File: src/rtl/mips_pkg.sv
// Shared fetch-stage types and constants for the MIPS pipeline.
package mips_pkg;

    typedef enum logic [1:0] {
        IDLE,
        REQ,
        HOLD,
        HALT
    } fetch_state_t;

    localparam logic [31:0] NOP_INSTR    = 32'h0000_0000;
    localparam logic [31:0] RESET_VECTOR = 32'hBFC0_0000;

endpackage

File: src/rtl/fetch_ctrl_if.sv
// Instruction-memory read bus between the fetch controller and instruction memory.
interface fetch_ctrl_if;

    logic [31:0] imem_address;
    logic        imem_read;
    logic        imem_waitrequest;
    logic [31:0] imem_readdata;

    modport master (
        output imem_address,
        output imem_read,
        input  imem_waitrequest,
        input  imem_readdata
    );

    modport slave (
        input  imem_address,
        input  imem_read,
        output imem_waitrequest,
        output imem_readdata
    );

endinterface

File: src/rtl/fetch_timeout_ctr.sv
// Consecutive-waitrequest counter; expired fires on the TIMEOUT-th wait cycle.
module fetch_timeout_ctr #(
    parameter int unsigned TIMEOUT = 1024
) (
    input  logic clk,
    input  logic reset,
    input  logic clear,
    input  logic inc,
    output logic expired
);

    localparam int unsigned CW = $clog2(TIMEOUT + 1);

    logic [CW-1:0] cnt;

    assign expired = inc && (cnt == CW'(TIMEOUT - 1));

    always_ff @(posedge clk or posedge reset) begin
        if (reset) begin
            cnt <= '0;
        end else if (clear) begin
            cnt <= '0;
        end else if (inc && !expired) begin
            cnt <= cnt + 1'b1;
        end
    end

endmodule

File: src/rtl/fetch_ctrl.sv
// Instruction fetch controller: gates PC advance and IF/ID loading around memory waits and stalls.
// Define FETCH_SKID_EN to buffer a response that arrives during a decode stall (HOLD state).
module fetch_ctrl
    import mips_pkg::*;
#(
    parameter logic [31:0] HALT_ADDR = 32'h0000_0000,
    parameter int unsigned TIMEOUT   = 1024
) (
    input  logic               clk,
    input  logic               reset,
    input  logic [31:0]        pc,
    input  logic               stall_id,
    fetch_ctrl_if.master       imem,
    output logic               pc_write,
    output logic               if_id_write,
    output logic               if_id_valid,
    output logic [31:0]        if_id_instr,
    output logic               halted,
    output logic               fetch_error
);

    fetch_state_t state;
    logic         at_halt;
    logic         resp;
    logic         wait_inc;
    logic         wait_clr;
    logic         expired;

`ifdef FETCH_SKID_EN
    logic [31:0]  skid_buf;
    logic         skid_vld;
`endif

    assign at_halt  = (pc == HALT_ADDR);
    assign wait_inc = (state == REQ) && !at_halt && imem.imem_waitrequest;
    assign resp     = (state == REQ) && !at_halt && !imem.imem_waitrequest;
    // Anything other than a counted wait is either a response or leaving REQ.
    assign wait_clr = !wait_inc;

    fetch_timeout_ctr #(
        .TIMEOUT (TIMEOUT)
    ) u_timeout (
        .clk     (clk),
        .reset   (reset),
        .clear   (wait_clr),
        .inc     (wait_inc),
        .expired (expired)
    );

    always_comb begin
        imem.imem_read    = 1'b0;
        imem.imem_address = '0;
        pc_write          = 1'b0;
        if_id_write       = 1'b0;
        if_id_valid       = 1'b0;
        if_id_instr       = NOP_INSTR;
        unique case (state)
            REQ: begin
                if (at_halt) begin
                    if_id_write = !stall_id;
                end else begin
                    imem.imem_read    = 1'b1;
                    imem.imem_address = pc;
                    if (imem.imem_waitrequest) begin
                        if_id_write = !stall_id;
                    end else if (!stall_id) begin
                        pc_write    = 1'b1;
                        if_id_write = 1'b1;
                        if_id_valid = 1'b1;
                        if_id_instr = imem.imem_readdata;
                    end
                end
            end
            HOLD: begin
`ifdef FETCH_SKID_EN
                if (!stall_id && skid_vld) begin
                    pc_write    = 1'b1;
                    if_id_write = 1'b1;
                    if_id_valid = 1'b1;
                    if_id_instr = skid_buf;
                end
`endif
            end
            HALT: begin
                if_id_write = !stall_id;
            end
            default: begin
            end
        endcase
    end

    assign halted = (state == HALT);

    always_ff @(posedge clk or posedge reset) begin
        if (reset) begin
            state       <= IDLE;
            fetch_error <= 1'b0;
`ifdef FETCH_SKID_EN
            skid_buf    <= '0;
            skid_vld    <= 1'b0;
`endif
        end else begin
            unique case (state)
                IDLE: state <= REQ;
                REQ: begin
                    if (at_halt) begin
                        state <= HALT;
                    end else if (expired) begin
                        fetch_error <= 1'b1;
                        state       <= HALT;
                    end
`ifdef FETCH_SKID_EN
                    else if (resp && stall_id) begin
                        skid_buf <= imem.imem_readdata;
                        skid_vld <= 1'b1;
                        state    <= HOLD;
                    end
`endif
                end
                HOLD: begin
`ifdef FETCH_SKID_EN
                    if (!stall_id) begin
                        skid_vld <= 1'b0;
                        state    <= REQ;
                    end
`else
                    state <= REQ;
`endif
                end
                HALT: state <= HALT;
                default: state <= IDLE;
            endcase
        end
    end

    // Without the skid buffer a stalled response is simply dropped and re-requested.
    logic unused_resp;
    assign unused_resp = resp;

endmodule

File: src/flat_wrapper.sv
// flat-port wrapper written by rule: the top's interface ports become plain ports
module fetch_ctrl_flat import mips_pkg::*;
#(
    parameter logic [31:0] HALT_ADDR = 32'h0000_0000,
    parameter int unsigned TIMEOUT   = 1024
)
  (clk, reset, pc, stall_id, pc_write, if_id_write, if_id_valid, if_id_instr, halted, fetch_error, imem_imem_address, imem_imem_read, imem_imem_waitrequest, imem_imem_readdata);
  fetch_ctrl_if imem_i ();
  input  logic clk;
  input  logic reset;
  input  logic [31:0] pc;
  input  logic stall_id;
  output logic pc_write;
  output logic if_id_write;
  output logic if_id_valid;
  output logic [31:0] if_id_instr;
  output logic halted;
  output logic fetch_error;
  output wire logic [$bits(imem_i.imem_address)-1:0] imem_imem_address;
  output wire logic [$bits(imem_i.imem_read)-1:0] imem_imem_read;
  input wire logic [$bits(imem_i.imem_waitrequest)-1:0] imem_imem_waitrequest;
  input wire logic [$bits(imem_i.imem_readdata)-1:0] imem_imem_readdata;
  assign imem_imem_address = imem_i.imem_address;
  assign imem_imem_read = imem_i.imem_read;
  assign imem_i.imem_waitrequest = imem_imem_waitrequest;
  assign imem_i.imem_readdata = imem_imem_readdata;
  fetch_ctrl #(.HALT_ADDR(HALT_ADDR), .TIMEOUT(TIMEOUT)) u_core (.clk(clk), .reset(reset), .pc(pc), .stall_id(stall_id), .imem(imem_i), .pc_write(pc_write), .if_id_write(if_id_write), .if_id_valid(if_id_valid), .if_id_instr(if_id_instr), .halted(halted), .fetch_error(fetch_error));
endmodule
File: config.mk
export PLATFORM = sky130hd
export DESIGN_NAME = fetch_ctrl_flat
export DESIGN_NICKNAME = d
export VERILOG_FILES = /design/src/rtl/mips_pkg.sv /design/src/rtl/fetch_ctrl_if.sv /design/src/rtl/fetch_timeout_ctr.sv /design/src/rtl/fetch_ctrl.sv /design/src/flat_wrapper.sv
export SDC_FILE = /design/constraint.sdc
export NUM_CORES = 1
export LEC_CHECK = 0
export BUFFER_PORTS_ARGS = -buffer_cell sky130_fd_sc_hd__clkbuf_2
export CORE_UTILIZATION = 39
export DETAILED_ROUTE_END_ITERATION = 12
export PLACE_DENSITY_LB_ADDON = 0.08
export RECOVER_POWER = 100
export SLEW_MARGIN = 20
export SYNTH_ARGS = -nofsm -noshare
export SYNTH_HDL_FRONTEND = slang
export SYNTH_SLANG_ARGS = --single-unit
export TNS_END_PERCENT = 20
File: constraint.sdc
create_clock -name clk -period 2.7 [get_ports clk]
set_clock_uncertainty 0.05 [all_clocks]
set_input_delay 0.405 -clock clk [delete_from_list [all_inputs] [get_ports clk]]
set_output_delay 0.405 -clock clk [all_outputs]
set_load 0.01 [all_outputs]
Word level (Yosys, flattened, before mapping) --
Index checks and enable logic that the tools add are counted. Widths: inputs -> output; s select.
Storage, ports and cells: register bits after elaboration 14, input port bits 68, output and inout bits 70, logic and storage cells 42
Operators by class: add/sub/neg operators 1, eq/ne operators 6, muxes and demuxes 20, bitwise gates (word level) 1, reductions and logical operators 11
Operators with widths (number):
- $mux 32 | 6
- $logic_not 32->1 | 1
- $mux 11 | 2
- $add 11x1->11 const B | 1
- $eq 11x10->1 const B | 1
- $mux 1 | 8
- $pmux 2 s3 | 1
- $eq 2x2->1 const B | 2
- $logic_and 1x1->1 | 4
- $mux 2 | 2
- $logic_not 1->1 | 3
- $ne 3x2->1 const B | 1
- $reduce_and 3->1 | 1
- $eq 2x1->1 const B | 1
- $logic_not 2->1 | 1
- $ne 2x1->1 const B | 1
- $pmux 1 s2 | 1
- $reduce_or 2->1 | 1
- $not 1->1 | 1

Depth between registers and ports, before layout --
Gate-level depths: netlist of run 1.
depth after elaboration 9, gate-level depth with buffers 5, mapped depth without buffers 5

Hierarchy --
Synthesis of run 1 repeated with hierarchy kept, for this count alone.
Second synthesis, totals: cell total of the unflattened synthesis 163, area, all modules 1265.0 sq um
Modules (own cells, without submodules):
- fetch_ctrl | times used 1, cells each 101, area an instance 671.9 sq um, sequential area each 75.1 sq um
- fetch_timeout_ctr | times used 1, cells each 62, area an instance 593.1 sq um, sequential area each 275.3 sq um

Worst setup path before layout of run 1 --
No wires, ideal clock.
path kind input-to-output, from input pc[22], to output imem_imem_address[23], data arrival time 1.497 ns, setup slack 0.748 ns, stages 5, cells stage by stage nor4_1 > nand4_1 > o211a_4 > buf_6 > and2_1
On the way: longest elaborated chain between the ends 3
Ends and longest elaborated chain:
- from (decl) | line flat_wrapper.sv:11 | input logic [31:0] pc;
- $logic_not 32->1 | line fetch_ctrl.sv:34 | assign at_halt = (pc == HALT_ADDR);
- $mux 32 | line fetch_ctrl.sv:59 | if (at_halt) begin
- $mux 32 | line fetch_ctrl.sv:57 | unique case (state)
- to (decl) | line flat_wrapper.sv:19 | output wire logic [$bits(imem_i.imem_address)-1:0] imem_imem_address;
No other way between the ends.

Worst setup path in the final report of run 1 --
from input pc[22], to output imem_imem_address[8]
Same word-level chain as after synthesis.

==> results of run 1 <==
power by group:
part / switching, mW / internal, mW / total, mW
Sequential: 0.00259 / 0.212 / 0.214
Clock: 0.0704 / 0.0821 / 0.153
Combinational: 0.0775 / 0.0804 / 0.158
Total: 0.150 / 0.374 / 0.525
metal layers:
metal | track usage | vias up | share of wire
met5 | 0 | - | 0
met4 | 0.0381 | 0 | 0.0039
met3 | 0.0393 | 2 | 0.078
met2 | 0.312 | 74 | 0.51
met1 | 0.205 | 676 | 0.40
li1 | - | 803 | -
final cells by class:
type                            instances  share of cell area
Clock buffer                            4              0.0185
Inverter                                3             0.00573
Multi-Input combinational cell        129               0.430
Sequential cell                        14               0.178
Tap cell                               46              0.0293
Timing Repair Buffer                  138               0.339
cell usage after synthesis (3+ instances only):
master   number
and2_2        4
o31ai_1       3
dfrtp_1      14
nor2_1       10
and2_1       27
nand3_1       3
nand4_2       3
inv_1         3
a21oi_1       3
nor4_1        8
nor3_1        3
buf_6         6
and2_4       35
kinds of logic (layout without fill, tap and decap cells):
logic type / Yosys count / count (layout) / synth area share
AO/OA/AOI/OAI: 18 / 18 / 0.110
XOR/XNOR: 3 / 3 / 0.0189
adder cells (fa/ha/maj): 1 / 1 / 0.00898
buffers and inverters: 11 / 145 / 0.0656
flip-flops: 14 / 14 / 0.252
multiplexers: 1 / 1 / 0.00719
other: 1 / 1 / 0.00269
AND/OR/NAND/NOR: 105 / 105 / 0.535
stage by stage:
step / utilization / hold WS, ps
after global placement: 0.609 / 392
after global routing: 0.580 / 112
after detailed placement: 0.609 / 403
after floorplan: - / 244
final: 0.580 / 69.3
after CTS: 0.619 / 84.4
sequential cells by signal, indices dropped and copies added (netlist names):
register              cells
u_core.u_timeout.cnt     11
u_core.fetch_error        1
u_core.state              2
final timing paths:
| kind | from | slack [ps] | depth (start not counted) | endpoint |
|---|---|---|---|---|
| worst max-delay path | pc[22] | 380 | 6 | imem_imem_address[8] |
| worst min-delay path | reset | 70 | 2 | u_core.u_timeout.cnt[2] |
| worst max register to register | u_core.u_timeout.cnt[1] | 490 | 5 | u_core.u_timeout.cnt[1] |
| worst min register to register | u_core.fetch_error | 420 | 1 | u_core.fetch_error |
| max in group asynchronous | reset | 2180 | 2 | u_core.u_timeout.cnt[6] |
| min in group clk | u_core.fetch_error | 420 | 1 | u_core.fetch_error |
cells in the final DEF (no fill, tap or decap), types with 3 or more instances in the layout:
cell      instances
nand4_1           3
nand3_1           3
and2_0           38
and2_2           15
nor3_1            4
nor2_1           10
inv_1             3
a21oi_1           3
nor4_1            8
and2_1           13
o31ai_1           3
clkbuf_2        118
clkbuf_4          3
dfrtp_1          14
clkbuf_1         20
==> results by group, run 1 <==
Status
  • Outcome: complete, no violations

Synth
  • Synth area leader: dfrtp_1
  • Synth Flop Type: dfrtp_1
  • Post-Syn Area: 1390 sq um
  • Cells after Synth: 154
  • Ys async rst share: 1.00
  • Syn. warnings: 0
  • Syn nets: ~220
  • #FFs+latches synth: 14
  • Synth area leaders: dfrtp_1 25%, and2_4 22%, and2_1 12%
  • Share of the yosys chip area belonging to registers: 0.252
  • Number of enable flip-flop cells after synthesis: 0
  • Yosys top cell area share: 0.252
  • Library cells used by synthesis: 37
  • Synthesized area per cell: about 9 sq um

Global route
  • Global route overflow: 0
  • Vias in the first global route: approximately 1200
  • First-pass GRT wire length: about 5.0 mm
  • Antenna violations before repair: 0
  • Largest net degree at the start of global routing: 35
  • GRT Util Overall: 0.171

Detailed routing
  • Final ANT Viol Nets: 0
  • DR WL/cell: 10.7 um
  • First drt pass iteration count: 2
  • # DRC: 0
  • Routed vias/inst: approximately 4.7
  • DR vias: 1555
  • Iter 0 DRT Violations: 23
  • Post-Route WL: 3.57 mm

Setup path
  • Buf/Inv on CP: 2
  • Critical path peak fanout: 34
  • Worst Setup Start Kind: primary input
  • Slowest stage delay, CP: 470 ps
  • Critical path's slowest cell: o211a_2
  • Setup Crit Path Kind: primary input to output port
  • CP cell instances: clkbuf_2 > nor4_1 > nand4_1 > o211a_2 > and2_2 > clkbuf_2
  • Crit-path most repeated cell: clkbuf_2
  • Crit. End Element: output port
  • CP arrival: around 1900 ps
  • WP data required: approximately 2300 ps
  • Critical path's top delay family: simple AND/OR/NAND/NOR gates

Floorplan
  • Die Span Y: 61.8 um
  • Total core area: ~3400 sq um
  • Chip width: 61.8 um
  • Die Area: 3810 sq um
  • Row cnt: 21
  • IO Pins: about 140
  • Starting density of the core: 0.411

CTS
  • Insertion delay to the later sink of the worst-skew pair: 280 ps
  • CTS Hold Bufs: 0
  • H-tree levels: 1
  • Clk buf depth: 2
  • Clk sinks: 14
  • Clk slew on worst S/H paths: 90 ps
  • TritonCTS clock tree: yes
  • # Post-CTS Setup Buffers: 0
  • Post-CTS sizing: 0
  • Root buffer cell: clkbuf_4
  • CTS buffer count: 3

STA
  • Max Clk Rate: 431 MHz
  • Final setup violation count: 0
  • RSZ-0062 raised after global routing: no
  • Setup WS post-layout: 380 ps
  • Period utilisation layout: 0.859
  • Final Max Tran Viols: 0
  • Min Tclk post-route: 2320 ps
  • Slew HR: 0.319
  • Worst-margin pin slew: roughly 1000 ps
  • Hold Vio Cnt, Final: 0
  • Setup TNS: 0 ps

Power and ir drop
  • PD cells: between 200 and 300 nW/um^2
  • LEAKAGE: approximately 1.0 nW
  • Max IR drop VDD: ~140 uV
  • Total power: between 0.5 and 0.6 mW

Placed design
  • Cells after DPL: 330
  • Port Buf Inserts: 137
  • Place WS: 401 ps
  • Post-placement cell area: 2060 sq um
  • Final HPWL DP: ~3.0 mm
  • Gpl congestion: roughly 0.74

Hold path
  • Hold crit path type: primary input to async pin

Layout
  • Filler cells: between 300 and 400
  • Multi-input gate area: roughly 840 sq um
  • Register area: around 350 sq um
  • Fraction of layout cells with a size suffix above 1: 0.497
  • P&R area growth vs syn: 41.2%
  • Final net count: between 300 and 400
  • Final cell count without fillers: around 330
  • Diodes inserted: 0
  • Post-route design area: ~2000 sq um

Flow run
  • Number of max-cap violations: 0
Note: power is estimated with default switching activity, not from simulation.
==> inputs of run 2 (changes only) <==
--- a/constraint.sdc
+++ b/constraint.sdc
@@ -3,3 +3,3 @@
 set_input_delay 0.405 -clock clk [delete_from_list [all_inputs] [get_ports clk]]
 set_output_delay 0.405 -clock clk [all_outputs]
-set_load 0.01 [all_outputs]
+set_load 0.02 [all_outputs]
==> results by group, run 2 (synthesis results as in run 1) <==
STA
  • Final hold slack: 67.6 ps (was 69.3 ps)
  • Period utilisation layout: 0.860 (was 0.859)
  • Slew HR: 0.293 (was 0.319)
  • RSZ-0062 raised after global routing: no (unchanged)
  • Min Tclk post-route: 2320 ps (about the same)
  • Setup TNS: 0 ps (unchanged)
  • Max Clk Rate: 431 MHz (about the same)
  • Final setup violation count: 0 (unchanged)
  • Final Max Tran Viols: 0 (unchanged)
  • Worst-margin pin slew: 1050 ps (was 1010 ps)
  • Hold Vio Cnt, Final: 0 (unchanged)
  • Setup WS post-layout: 378 ps (was 380 ps)

Hold path
  • Hold crit path type: primary input to async pin (unchanged)

Global route
  • Global route overflow: 0 (unchanged)
  • First-pass GRT wire length: 5.00 mm (was 4.95 mm)
  • Vias in the first global route: 1236 (was 1223)
  • Antenna violations before repair: 0 (unchanged)
  • GRT Util Overall: 0.174 (was 0.171)
  • Largest net degree at the start of global routing: 35 (unchanged)

Detailed routing
  • Iter 0 DRT Violations: 24 (was 23)
  • # DRC: 0 (unchanged)
  • DR WL/cell: 10.7 um (about the same)
  • Routed vias/inst: 4.64 (was 4.66)
  • Post-Route WL: 3.57 mm (about the same)
  • First drt pass iteration count: 3 (was 2)
  • Final ANT Viol Nets: 0 (unchanged)
  • DR vias: 1551 (was 1555)

Setup path
  • Crit. End Element: output port (unchanged)
  • Critical path peak fanout: 34 (unchanged)
  • Worst Setup Start Kind: primary input (unchanged)
  • WP data required: 2250 ps (about the same)
  • Setup Crit Path Kind: primary input to output port (unchanged)
  • CP arrival: 1870 ps (about the same)

CTS
  • Root buffer cell: clkbuf_4 (unchanged)
  • # Post-CTS Setup Buffers: 0 (unchanged)
  • CTS buffer count: 3 (unchanged)
  • Clk sinks: 14 (unchanged)
  • Insertion delay to the later sink of the worst-skew pair: 280 ps (about the same)
  • Post-CTS sizing: 0 (unchanged)
  • Clk buf depth: 2 (unchanged)
  • Clk slew on worst S/H paths: 90 ps (about the same)
  • TritonCTS clock tree: yes (unchanged)
  • H-tree levels: 1 (unchanged)
  • CTS Hold Bufs: 0 (unchanged)

Layout
  • Most frequent cells in the layout: 82 x clkbuf_2, 56 x clkbuf_1, 31 x and2_4 (was 118 x clkbuf_2, 38 x and2_0, 20 x clkbuf_1)
  • Commonest non-fill, non-tap cell in the layout: clkbuf_2 (unchanged)
  • P&R area growth vs syn: 43.6% (was 41.2%)
  • Leading registers by flop count: u_core.u_timeout.cnt (11), u_core.state (2), u_core.fetch_error (1) (unchanged)
  • Top reg by flops: u_core.u_timeout.cnt (unchanged)
  • Final cell count without fillers: 334 (unchanged)
  • Diodes inserted: 0 (unchanged)
  • Core Util, Final: 0.590 (was 0.580)
  • Final net count: 358 (unchanged)
  • Fraction of layout cells with a size suffix above 1: 0.441 (was 0.497)
  • Max FFs per register: 11 (unchanged)

Flow run
  • Number of max-cap violations: 0 (unchanged)

Power and ir drop
  • LEAKAGE: 0.972 nW (was 1.03 nW)
  • Max IR drop VDD: 181 uV (was 138 uV)
  • Cell Int Power: 0.384 mW (was 0.374 mW)
  • PD cells: 283 nW/um^2 (was 267 nW/um^2)
  • Sw Ratio: 0.323 (was 0.287)
  • Sequential share of power: 0.378 (was 0.408)
  • Switching power: 0.183 mW (was 0.150 mW)
  • Combinational Power Share: 0.356 (was 0.301)
  • Clk network pwr share: 0.266 (was 0.291)

Placed design
  • Cells after DPL: 330 (unchanged)
  • Gpl congestion: 0.737 (was 0.736)
  • Place WS: 362 ps (was 401 ps)
  • Port Buf Inserts: 137 (unchanged)
  • Final HPWL DP: 3.08 mm (was 2.99 mm)

Floorplan
  • Die Area: 3810 sq um (unchanged)
  • Die Span Y: 61.8 um (unchanged)
  • IO Pins: 138 (unchanged)
  • Chip width: 61.8 um (unchanged)
  • Total core area: 3390 sq um (unchanged)
  • Starting density of the core: 0.411 (unchanged)
  • Row cnt: 21 (unchanged)

Status
  • Outcome: complete, no violations (unchanged)
## run 2: cell counts in the layout (fill, tap and decap cells not counted)
Identical to the previous run, type by type.
## run 2: layout make-up
cell class | instances | area, sq um
clock buffers | 4 | 36.3
multi-input cells | 129 | 923
flip-flops and latches | 14 | 350
repair buffers | 138 | 621
fillers | 366 | 1390
inverters | 3 | 11.3
well taps | 46 | 57.6
## run 2: power by group through the flow
stage               combinational, mW  sequential (mW)  clock (mW)
CTS                             0.216            0.214       0.157
global route                    0.224            0.215       0.163
floorplan                       0.130            0.218           0
finish                          0.202            0.214       0.151
global placement                0.214            0.218           0
detailed placement              0.215            0.218           0
## run 2: worst max-delay path, stage by stage
cell and delay, ps:
clkbuf_2 90, nor4_1 300, nand4_1 270, o211a_4 410, and2_2 230, clkbuf_1 160
## run 2: metrics by stage
step	total power, mW	cell area [sq um]
after global routing	0.602	2000
final	0.567	2000
after floorplan	0.348	1390
after detailed placement	0.434	2060
after global placement	0.433	2060
after CTS	0.587	2100
## run 2: per-layer routing
metal  GRT usage  wire length, um  vias up
met4      0.0286               12        0
met2       0.324             1870       72
met5           0                0        -
met3      0.0559              332        2
li1            -                -      795
met1       0.195             1350      682
## run 2: final timing paths
check / start / end / slack, ps / cells past startpoint
setup / recovery: pc[7] / imem_imem_address[0] / 380 / 6
setup reg to reg: u_core.u_timeout.cnt[1] / u_core.fetch_error / 470 / 5
min in group clk: u_core.fetch_error / u_core.fetch_error / 410 / 1
hold / removal: reset / u_core.u_timeout.cnt[2] / 70 / 2
max in group asynchronous: reset / u_core.u_timeout.cnt[5] / 2180 / 2
hold reg to reg: u_core.fetch_error / u_core.fetch_error / 410 / 1
==> inputs of run 3 (changes only) <==
Settings changed: CORE_UTILIZATION 39 to 37, SLEW_MARGIN 20 to 25, SYNTH_HIERARCHICAL set to 1.
==> results by group, run 3 <==
Setup path
  • Setup Crit Path Kind: primary input to output port (unchanged)
  • Worst Setup Start Kind: primary input (unchanged)
  • Worst Setup SP: pc[8] (was pc[7])
  • CP arrival: 1970 ps (was 1870 ps)
  • Worst r2r path cells: 7 (was 5)
  • Worst R2R Setup Slack: 500 ps (was 470 ps)
  • Reg2reg end: u_core/u_timeout/cnt[7] (was u_core.fetch_error)
  • Reg2reg start: u_core/state[1] (was u_core.u_timeout.cnt[1])
  • Crit. End Element: output port (unchanged)
  • Critical path peak fanout: 66 (was 34)
  • WP data required: 2250 ps (about the same)

Power and ir drop
  • Cell Int Power: 0.371 mW (was 0.384 mW)
  • Max IR drop VDD: 120 uV (was 181 uV)
  • LEAKAGE: 1.04 nW (was 0.972 nW)
  • PD cells: 290 nW/um^2 (was 283 nW/um^2)
  • Clk network pwr share: 0.270 (was 0.266)
  • Switching power: 0.190 mW (was 0.183 mW)
  • Combinational Power Share: 0.351 (was 0.356)
  • Sw Ratio: 0.338 (was 0.323)
  • Sequential share of power: 0.379 (was 0.378)
  • Total power: 0.560 mW (was 0.567 mW)

Synth
  • Multiplexer share of the synthesized area: 0.00791 (was 0.00719)
  • Number of enable flip-flop cells after synthesis: 0 (unchanged)
  • Syn. warnings: 6 (was 0)
  • Synth area leaders: dfrtp_1 28%, and2_1 17%, and3_1 16% (was dfrtp_1 25%, and2_4 22%, and2_1 12%)
  • Adder-Cell Fraction of Synth Area: 0.00989 (was 0.00898)
  • Library cells used by synthesis: 34 (was 37)
  • Post-Syn Area: 1260 sq um (was 1390 sq um)
  • Yosys top cell area share: 0.277 (was 0.252)
  • Synthesized area per cell: 7.76 sq um (was 9.04 sq um)
  • Count leader, synth: and2_1 (was and2_4)
  • Synth cell count leaders: 35 x and2_1, 32 x and3_1, 14 x dfrtp_1 (was 35 x and2_4, 27 x and2_1, 14 x dfrtp_1)
  • Synth area leader: dfrtp_1 (unchanged)
  • Post-Synth Simple-Gate Area: 0.539 (was 0.535)
  • Ys async rst share: 1.00 (unchanged)
  • Main combinational cell family by area after synthesis: simple AND/OR/NAND/NOR gates (unchanged)
  • #FFs+latches synth: 14 (unchanged)
  • Share of the yosys chip area belonging to registers: 0.277 (was 0.252)
  • Syn nets: 232 (was 223)
  • Xor/xnor cell area share of the yosys netlist: 0.00692 (was 0.0189)
  • Synth Flop Type: dfrtp_1 (unchanged)
  • Synth Area in Compound Gates: 0.0870 (was 0.110)
  • Cells after Synth: 163 (was 154)

STA
  • Hold Vio Cnt, Final: 0 (unchanged)
  • RSZ-0062 raised after global routing: no (unchanged)
  • Final setup violation count: 0 (unchanged)
  • Final Max Tran Viols: 0 (unchanged)
  • Max Clk Rate: 413 MHz (was 431 MHz)
  • Slew HR: 0.586 (was 0.293)
  • Min Tclk post-route: 2420 ps (was 2320 ps)
  • Worst-margin pin slew: 616 ps (was 1050 ps)
  • Setup TNS: 0 ps (unchanged)
  • Period utilisation layout: 0.897 (was 0.860)

Layout
  • Final cell count without fillers: 339 (was 334)
  • Fraction of layout cells with a size suffix above 1: 0.319 (was 0.441)
  • Most frequent cells in the layout: 86 x clkbuf_2, 51 x clkbuf_1, 32 x and3_1 (was 82 x clkbuf_2, 56 x clkbuf_1, 31 x and2_4)
  • Filler cells: 375 (was 366)
  • Top reg by flops: u_core/u_timeout/cnt (was u_core.u_timeout.cnt)
  • Diodes inserted: 0 (unchanged)
  • Final net count: 365 (was 358)
  • P&R area growth vs syn: 52.7% (was 43.6%)
  • Leading registers by flop count: u_core/u_timeout/cnt (11), u_core/state (2), u_core/fetch_error (1) (was u_core.u_timeout.cnt (11), u_core.state (2), u_core.fetch_error (1))
  • Max FFs per register: 11 (unchanged)
  • Commonest non-fill, non-tap cell in the layout: clkbuf_2 (unchanged)
  • Core Util, Final: 0.613 (was 0.590)

Global route
  • Antenna violations before repair: 0 (unchanged)
  • Met3 usage: 0.0341 (was 0.0559)
  • Met2 Use GR: 0.405 (was 0.324)
  • GRT Util Overall: 0.210 (was 0.174)
  • Global route overflow: 0 (unchanged)
  • First-pass GRT wire length: 5.89 mm (was 5.00 mm)
  • Largest net degree at the start of global routing: 67 (was 35)
  • GR peak layer: met2 (unchanged)
  • Vias in the first global route: 1449 (was 1236)
  • Met1 Use GR: 0.235 (was 0.195)

CTS
  • Clk sinks: 14 (unchanged)
  • TritonCTS clock tree: yes (unchanged)
  • # Post-CTS Setup Buffers: 0 (unchanged)
  • Clk buf depth: 2 (unchanged)
  • Post-CTS sizing: 0 (unchanged)
  • Clk slew on worst S/H paths: 80 ps (was 90 ps)
  • H-tree levels: 1 (unchanged)
  • Root buffer cell: clkbuf_4 (unchanged)
  • CTS buffer count: 3 (unchanged)
  • Insertion delay to the later sink of the worst-skew pair: 280 ps (about the same)

Floorplan
  • Total core area: 3150 sq um (was 3390 sq um)
  • Chip width: 60.5 um (was 61.8 um)
  • Die Area: 3660 sq um (was 3810 sq um)
  • Die Span Y: 60.5 um (was 61.8 um)
  • IO Pins: 138 (unchanged)
  • Row cnt: 20 (was 21)
  • Starting density of the core: 0.401 (was 0.411)

Placed design
  • Final HPWL DP: 3.32 mm (was 3.08 mm)
  • Gpl congestion: 0.795 (was 0.737)
  • Cells after DPL: 334 (was 330)
  • Port Buf Inserts: 137 (unchanged)

Detailed routing
  • Routed vias/inst: 4.94 (was 4.64)
  • Iter 0 DRT Violations: 65 (was 24)
  • DR WL/cell: 11.9 um (was 10.7 um)
  • Post-Route WL: 4.03 mm (was 3.57 mm)
  • # DRC: 0 (unchanged)
  • First drt pass iteration count: 4 (was 3)
  • DR vias: 1673 (was 1551)
  • Final ANT Viol Nets: 0 (unchanged)

Hold path
  • Hold crit path type: flip-flop to flip-flop (was primary input to async pin)
  • Worst Hold Launch: u_core/fetch_error
  • Endpoint, Worst Hold: u_core/fetch_error
  • Hold path cells: 1

Flow run
  • Number of max-cap violations: 0 (unchanged)

Status
  • Outcome: complete, no violations (unchanged)
==> run 3: cell families after synthesis <==
group	after synthesis
compound gates	16
xor+xnor	1
fa+ha+maj	1
buf+inv	17
flops	14
mux	1
other cells	1
simple gates	112
==> run 3: area by class of cell <==
cell class	instances	area (sq um)	share of cell area
tap	44	55.1	0.0285
inverter	5	18.8	0.00972
sequential	14	350	0.181
clock buffer	4	36.3	0.0188
timing repair buffer	140	647	0.335
multi-input combinational	132	825	0.427
==> run 3: repair_timing <==
item	CTS	global route
hold buffers	1	0
hold endpoints to repair	3	0
endpoints found under the setup margin	0	0
==> run 3: layer usage <==
layer  share of wire  vias to the layer above
li1                -                      846
met1            0.41                      742
met2            0.51                       79
met3           0.071                        6
met4           0.013                        0
met5               0                        -
==> run 3: worst max path at each step <==
stage,slack (ps),endpoint
2_1_floorplan,420,u_core/u_timeout/cnt[7]
3_3_place_gp,300,if_id_instr[30]
3_5_place_dp,290,if_id_instr[30]
4_1_cts,280,if_id_instr[30]
5_1_grt,130,if_id_instr[30]
6_report,280,if_id_instr[30]
==> run 3: worst max-delay path: stages <==
cell and delay, ps:
clkbuf_2 90, nor4_1 330, nand4_1 170, o211a_1 270
buf_4 290, and3_1 230, clkbuf_1 170
==> run 3: power groups by stage <==
stage	Clock (mW)	Combinational, mW	Sequential (mW)
floorplan	0	0.112	0.216
global placement	0	0.203	0.216
detailed placement	0	0.204	0.216
CTS	0.161	0.206	0.212
global route	0.167	0.214	0.212
finish	0.151	0.197	0.212
==> run 3: metrics by stage <==
step	area (sq um)	hold slack, ps	setup slack, ps
after global routing	1930	422	131
after detailed placement	1950	230	293
final	1930	415	278
after global placement	1950	223	300
after floorplan	1260	109	417
after CTS	2000	419	282
